[config.mk]
export PLATFORM = sky130hd
export DESIGN_NAME = axi_isolate_drain
export DESIGN_NICKNAME = d
export VERILOG_FILES = /design/src/rtl/axi_isolate_drain.sv
export SDC_FILE = /design/constraint.sdc
export NUM_CORES = 1
export LEC_CHECK = 0
export CORE_AREA = 2 2 142 144
export CTS_BUF_LIST = sky130_fd_sc_hd__clkbuf_8
export CTS_CLUSTER_SIZE = 14
export DETAILED_ROUTE_END_ITERATION = 16
export DIE_AREA = 0 0 144 146
export SLEW_MARGIN = 20
export SYNTH_ARGS = -nofsm -noshare
export SYNTH_HDL_FRONTEND = slang
export SYNTH_SLANG_ARGS = --single-unit
[constraint.sdc]
create_clock -name clk_i -period 5.9 [get_ports clk_i]
set_input_delay 0.59 -clock clk_i [delete_from_list [all_inputs] [get_ports clk_i]]
set_output_delay 0.59 -clock clk_i [all_outputs]
set_load 0.005 [all_outputs]
[src/rtl/axi_isolate_drain.sv]
// axi_isolate_drain
//   Single-clock AXI gate placed in front of the source port of an AXI clock-domain
//   crossing. Traffic passes through combinationally. Only the valid and ready
//   signals are gated. Outstanding reads and writes are counted so the gate can cap
//   them. On request the gate stops accepting new transactions and drains the ones
//   in flight. It then reports that the port is quiet.
//
// Ports
//   clk_i       clock
//   rst_i       synchronous, active-high reset
//   isolate_i   level request. 1 = block new transactions and drain the port
//   isolated_o  1 = no transaction outstanding and no new ones accepted
//   slv_req_i   request from the upstream master
//   slv_resp_o  response to the upstream master
//   mst_req_o   request toward the CDC source port
//   mst_resp_i  response from the CDC source port

// Default AXI channel and bundle types. An integrator can pass any structs with the
// same field names through the type parameters.
package axi_isolate_drain_pkg;

  typedef struct packed {
    logic [3:0]  id;
    logic [31:0] addr;
    logic [7:0]  len;
  } ax_chan_t;

  typedef struct packed {
    logic [31:0] data;
    logic [3:0]  strb;
    logic        last;
  } w_chan_t;

  typedef struct packed {
    logic [3:0] id;
    logic [1:0] resp;
  } b_chan_t;

  typedef struct packed {
    logic [3:0]  id;
    logic [31:0] data;
    logic [1:0]  resp;
    logic        last;
  } r_chan_t;

  typedef struct packed {
    ax_chan_t aw;
    logic     aw_valid;
    w_chan_t  w;
    logic     w_valid;
    logic     b_ready;
    ax_chan_t ar;
    logic     ar_valid;
    logic     r_ready;
  } axi_req_t;

  typedef struct packed {
    logic    aw_ready;
    logic    ar_ready;
    logic    w_ready;
    b_chan_t b;
    logic    b_valid;
    r_chan_t r;
    logic    r_valid;
  } axi_resp_t;

endpackage

module axi_isolate_drain #(
  parameter type         axi_req_t  = axi_isolate_drain_pkg::axi_req_t,
  parameter type         axi_resp_t = axi_isolate_drain_pkg::axi_resp_t,
  parameter int unsigned MaxTxns    = 8
) (
  input  logic      clk_i,
  input  logic      rst_i,
  input  logic      isolate_i,
  output logic      isolated_o,
  input  axi_req_t  slv_req_i,
  output axi_resp_t slv_resp_o,
  output axi_req_t  mst_req_o,
  input  axi_resp_t mst_resp_i
);

  localparam int unsigned         CntWidth = $clog2(MaxTxns + 1);
  localparam logic [CntWidth-1:0] CntMax   = CntWidth'(MaxTxns);

  typedef enum logic [1:0] {
    Normal,
    Drain,
    Isolated
  } state_e;

  state_e              state_q, state_d;
  logic [CntWidth-1:0] wrCnt_q, wrCnt_d;
  logic [CntWidth-1:0] rdCnt_q, rdCnt_d;
  logic                awHold_q, awHold_d;
  logic                arHold_q, arHold_d;
  logic                isolated_q;

  logic awGate, arGate, passWbr;
  logic awHs, arHs, bHs, rLastHs;

  // Gate the address channels while a counter is full or the port is not in normal
  // operation. The hold flag overrides the gate. An address valid that is already
  // shown downstream must stay up until it handshakes, because AXI forbids
  // withdrawing it. W, B and R are cut only in the isolated state. Reset cuts every
  // valid and ready, so nothing can handshake while tracking is being cleared.
  always_comb begin
    awGate  = ~awHold_q & ((wrCnt_q == CntMax) | (state_q != Normal));
    arGate  = ~arHold_q & ((rdCnt_q == CntMax) | (state_q != Normal));
    passWbr = ~rst_i & (state_q != Isolated);

    mst_req_o          = slv_req_i;
    mst_req_o.aw_valid = slv_req_i.aw_valid & ~awGate & ~rst_i;
    mst_req_o.ar_valid = slv_req_i.ar_valid & ~arGate & ~rst_i;
    mst_req_o.w_valid  = slv_req_i.w_valid & passWbr;
    mst_req_o.b_ready  = slv_req_i.b_ready & passWbr;
    mst_req_o.r_ready  = slv_req_i.r_ready & passWbr;

    slv_resp_o          = mst_resp_i;
    slv_resp_o.aw_ready = mst_resp_i.aw_ready & ~awGate & ~rst_i;
    slv_resp_o.ar_ready = mst_resp_i.ar_ready & ~arGate & ~rst_i;
    slv_resp_o.w_ready  = mst_resp_i.w_ready & passWbr;
    slv_resp_o.b_valid  = mst_resp_i.b_valid & passWbr;
    slv_resp_o.r_valid  = mst_resp_i.r_valid & passWbr;
  end

  assign awHs    = mst_req_o.aw_valid & mst_resp_i.aw_ready;
  assign arHs    = mst_req_o.ar_valid & mst_resp_i.ar_ready;
  assign bHs     = mst_resp_i.b_valid & mst_req_o.b_ready;
  assign rLastHs = mst_resp_i.r_valid & mst_req_o.r_ready & mst_resp_i.r.last;

  // Outstanding counters and valid-hold flags. An opening handshake and a closing
  // handshake in the same cycle cancel out. The address gate keeps each counter at
  // or below MaxTxns, so the counters never wrap.
  always_comb begin
    wrCnt_d = wrCnt_q;
    if (awHs && !bHs) begin
      wrCnt_d = wrCnt_q + 1'b1;
    end else if (!awHs && bHs) begin
      wrCnt_d = wrCnt_q - 1'b1;
    end

    rdCnt_d = rdCnt_q;
    if (arHs && !rLastHs) begin
      rdCnt_d = rdCnt_q + 1'b1;
    end else if (!arHs && rLastHs) begin
      rdCnt_d = rdCnt_q - 1'b1;
    end

    awHold_d = awHold_q;
    if (awHs) begin
      awHold_d = 1'b0;
    end else if (mst_req_o.aw_valid) begin
      awHold_d = 1'b1;
    end

    arHold_d = arHold_q;
    if (arHs) begin
      arHold_d = 1'b0;
    end else if (mst_req_o.ar_valid) begin
      arHold_d = 1'b1;
    end
  end

  // Isolation state machine. Dropping the request always wins and returns to normal
  // operation. Isolation is entered only when nothing is counted and no address
  // valid is held. In that state the address gates are closed and a closing
  // handshake would be illegal, so no transaction can complete during the cycle
  // that moves into isolation.
  always_comb begin
    state_d = state_q;
    case (state_q)
      Normal: begin
        if (isolate_i) begin
          state_d = Drain;
        end
      end
      Drain: begin
        if (!isolate_i) begin
          state_d = Normal;
        end else if ((wrCnt_q == '0) && (rdCnt_q == '0) && !awHold_q && !arHold_q) begin
          state_d = Isolated;
        end
      end
      Isolated: begin
        if (!isolate_i) begin
          state_d = Normal;
        end
      end
      default: state_d = Normal;
    endcase
  end

  // State and tracking registers. The isolated flag is registered from the next
  // state, so it goes high on the same edge as the isolated state.
  always_ff @(posedge clk_i) begin
    if (rst_i) begin
      state_q    <= Normal;
      wrCnt_q    <= '0;
      rdCnt_q    <= '0;
      awHold_q   <= 1'b0;
      arHold_q   <= 1'b0;
      isolated_q <= 1'b0;
    end else begin
      state_q    <= state_d;
      wrCnt_q    <= wrCnt_d;
      rdCnt_q    <= rdCnt_d;
      awHold_q   <= awHold_d;
      arHold_q   <= arHold_d;
      isolated_q <= (state_d == Isolated);
    end
  end

  assign isolated_o = isolated_q;

  // A response that arrives with nothing outstanding means the downstream side lost
  // track. This usually happens when one side was reset without the other.
  bWithoutAw: assert property (@(posedge clk_i) disable iff (rst_i) bHs |-> (wrCnt_q != '0));
  rWithoutAr: assert property (@(posedge clk_i) disable iff (rst_i) rLastHs |-> (rdCnt_q != '0));
  wrCntBound: assert property (@(posedge clk_i) disable iff (rst_i) wrCnt_q <= CntMax);
  rdCntBound: assert property (@(posedge clk_i) disable iff (rst_i) rdCnt_q <= CntMax);

endmodule

* After elaboration in Yosys (flattened, before gate mapping)
Index checks and enable logic that the tools add are counted.
Cells by class: reduce and logical (&&, ||, !) cells 21, bitwise operators 29, $mul 0, order comparisons 0, div/mod/pow operators 0, mux-type cells 9, add/sub/neg operators 4, shift operators 0, eq/ne operators 6
Operators by type and width (count):
- AND 1 bit | 22
- two-way mux 4 bit | 4
- adder 4 x 1 -> 4 bit, second input constant | 2
- == test 4 bit, second input constant | 2
- zero test 4 bit | 2
- two-way mux 2 bit | 4
- subtractor 4 x 1 -> 4 bit, second input constant | 2
- logical AND 1 bit | 7
- zero test 1 bit | 6
- case mux 2 bit (3 select lines) | 1
- nonzero test 2 bit | 3
- inverter 1 bit | 5
- == test 2 bit, second input constant | 2
- OR reduction 2 bit | 2
- == test 2 x 1 -> 1 bit, second input constant | 1
- zero test 2 bit | 1
- != test 2 bit, second input constant | 1
- OR 1 bit | 2
Word-level totals: memories 0, latch bits 0, ROM bits 0, RAM bits 0, flip-flop bits (word level) 13, bits of input ports 183

* Depth between registers and ports, before layout
word-level depth 11, mapped depth 11

* Least setup slack after synthesis
Ideal clock, no wire load.
kind input -> register, start point in rst_i, end point reg rdCnt_q[3], data arrival time 2.509 ns, path buffers 1, required time 5.777 ns, path slack 3.267 ns, stages on the path 11, path through buf_4 a21oi_1 and2_1 nand3_1 ha_1 inv_1 ha_1 a21oi_1 a211oi_1 a31oi_1 mux2_1
RTL lines:
- start: declaration | line 75 | input logic rst_i,
- end signal: assignment | line 208 | rdCnt_q <= rdCnt_d;
- end: declaration | line 95 | logic [CntWidth-1:0] rdCnt_q, rdCnt_d;

* Final worst setup path
start point in rst_i, end point reg wrCnt_q[3]
Between the ends: cells in the longest elaborated chain, start to end 7
RTL lines:
- inverter 1 bit | line 111, 114
- AND 1 bit | line 111 | passWbr = ~rst_i & (state_q != Isolated);
- AND 1 bit | line 117 | mst_req_o.b_ready = slv_req_i.b_ready & passWbr;
- AND 1 bit | line 130 | assign bHs = mst_resp_i.b_valid & mst_req_o.b_ready;
- zero test 1 bit | line 138 | if (awHs && !bHs) begin
- logical AND 1 bit | line 138
- two-way mux 4 bit or nonzero test 2 bit (tied branches)
- end signal: assignment | line 207 | wrCnt_q <= wrCnt_d;
- end: declaration | line 94 | logic [CntWidth-1:0] wrCnt_q, wrCnt_d;
Several ways; a longest one is shown, not always the timed one. A chain may end at the register's enable or synchronous reset.

==> results.json <==
{
  "ios": 364,
  "routed_via_density": 2.67,
  "drt-initial-drc-count": 17,
  "grt_pass1_wl_mm": 7.71,
  "tightest_slew_ns": 0.766,
  "syn_inst": 265,
  "fillers": 2248,
  "skew_ns": 0.00250,
  "start_kind": "primary input",
  "syn_nets": 456,
  "h-tree-depth": 1,
  "clk_pin_slew_ns": 0.06,
  "clock_sinks": 13,
  "maxCapViolCount": 0,
  "met2_usage": 0.0643,
  "cts-root-buf": "clkbuf_8",
  "cp-end-kind": "register",
  "cp_data_required_time_ns": 6.03,
  "core_area_sq_um": 19300,
  "ant_nets": 0,
  "die-area_sq_um": 21000,
  "fin_ws_ns": 2.34,
  "grt.busiest_layer": "met4",
  "hold_viol": 0,
  "drc_errors": 0,
  "rows": 51,
  "synth_edf_count": 0,
  "cp.arrival_ns": 3.69,
  "cts_tree": "built",
  "grt_start_max_net_pins": 19,
  "antenna_found_initial": 1,
  "yosys_most_used_dff": "dfxtp_1",
  "start_util": 0.111,
  "fmax_ghz": 0.281,
  "cts_hold_buffers": 0,
  "grt_overflow": 0,
  "slowest_delay_ns": 0.80,
  "ys_seq_elements": 13,
  "pre_cts_ws_ns": 2.07,
  "yosysSeqAreaShare": 0.121,
  "numCtsBuffers": 3,
  "syn2layout_area_growth_pct": -31.5,
  "leakagePower_nw": 0.476,
  "regToRegSetupSlack_ns": 3.04,
  "globalRouteMet1Util": 0.0326,
  "use_met3": 0.0665,
  "hpwl_mm": 4.97,
  "design_power_total_w": 0.000270,
  "ir_worst_vdd_v": 0.0000568,
  "vias": 1027,
  "place.gp.congestion": 0.653,
  "timing.final.crit_period_ns": 3.56,
  "wl_per_cell_um": 15.6,
  "synth.avg_cell_area_sq_um": 8.08,
  "cts_setup_buffers": 0,
  "maxSlewHeadroom": 0.488,
  "final_util": 0.0759,
  "wl_mm": 5.99,
  "crit_chain": "clkdlybuf4s50_1, a21oi_1, and2_1, nand2_1, ha_1, inv_1, ha_1, a21oi_1, a211oi_1, a31oi_1, mux2_1",
  "yosys_warnings": 0,
  "num_antenna_cells": 0,
  "die_w_um": 144,
  "clockBufferDepth": 2,
  "nets": 312,
  "cp_max_fo": 18,
  "drive_gt1_frac": 0.100,
  "maxSlewViolCount": 0,
  "port_buffers": 25,
  "fin_crit_sh": 0.603,
  "tns_ns": 0,
  "finalSetupViolCount": 0,
  "grt_setup_unrepaired": "no",
  "drt-pass1-iter-count": 4,
  "clock_latency_ns": 0.24,
  "finalInstanceArea_sq_um": 1470,
  "async_reset_ff_frac": 0,
  "p_per_area_nw_per_um2": 184,
  "crit_type": "primary input to register",
  "seqCellArea_sq_um": 260,
  "cpMaxStageDelayCell": "clkdlybuf4s50_1",
  "syn_area_sq_um": 2140,
  "ctsResizeCount": 0,
  "placedInstanceArea_sq_um": 1420,
  "synth.distinct_cells": 29,
  "multi_input_area_sq_um": 553,
  "track_usage": 0.0544,
  "status": "finished clean",
  "hold_class": "register to register",
  "grt_pass1_vias": 1100,
  "die_y_um": 146
}
critical path, delay by kind of cell:
kind / cells / cell delay [ns]
compound gates: 4 / 1.06
fa+ha+maj: 2 / 0.48
buf+inv: 2 / 0.95
mux: 1 / 0.33
simple gates: 2 / 0.27
metal layers:
layer	wire length, um	share of wire
met1	1270	0.21
met2	2210	0.37
met3	1590	0.26
met4	908	0.15
met5	13	0.0022
per-stage QoR:
step,std cells,hold WS (ns)
2_1_floorplan,265,0.491
3_3_place_gp,381,0.538
3_5_place_dp,381,0.530
4_1_cts,385,0.553
5_1_grt,385,0.585
6_report,385,0.550
registers in the layout, indices dropped and copies added (netlist names):
register and flops:
rdCnt_q 4, wrCnt_q 4, state_q 2, arHold_q 1, awHold_q 1, isolated_o 1
cell families (layout without fill, tap and decap cells):
family	after synthesis	count (layout)	share of synthesized area
muxes	5	5	0.0269
buffers and inverters	181	36	0.620
and+or+nand+nor	37	37	0.105
xor gates and xnor gates	4	4	0.0164
AOI/OAI and AO/OA	17	17	0.0561
DFF	13	13	0.121
adders and majority gates	8	8	0.0537
cell usage after synthesis (all sizes together) (3+ instances only):
cell,count,area share
mux2,3,0.018
dfxtp,13,0.12
inv,7,0.012
nor2,12,0.021
buf,172,0.60
a211oi,4,0.019
a21oi,7,0.016
nand3,3,0.0070
and2,10,0.029
ha,6,0.035
placed cells by master, fill, tap and decap left out, types with 3 or more instances in the layout:
cell / instances
clkdlybuf4s50_1: 25
a21oi_1: 7
dfxtp_1: 13
nor2_1: 12
inv_1: 7
ha_1: 6
and2_1: 10
nand3_1: 3
clkbuf_8: 3
worst paths after layout:
kind,startpoint,end,cells after the start
max,rst_i,wrCnt_q[3],11
min,wrCnt_q[2],wrCnt_q[2],2
max reg2reg,wrCnt_q[0],wrCnt_q[3],11
min reg2reg,wrCnt_q[2],wrCnt_q[2],2
where the power goes:
part           internal, W   total, W  switching (W)
clock network    0.0000466  0.0000794      0.0000328
logic            0.0000463  0.0000828      0.0000365
registers        0.0000965   0.000107      0.0000110
cell type report:
cell class	count	area share
Multi-Input combinational cell	71	0.377
Tap cell	265	0.226
Sequential cell	13	0.177
Timing Repair Buffer	25	0.171
Clock buffer	3	0.0281
Inverter	7	0.0179
Clock inverter	1	0.00341
No activity file was read; power rests on OpenSTA's default activity.
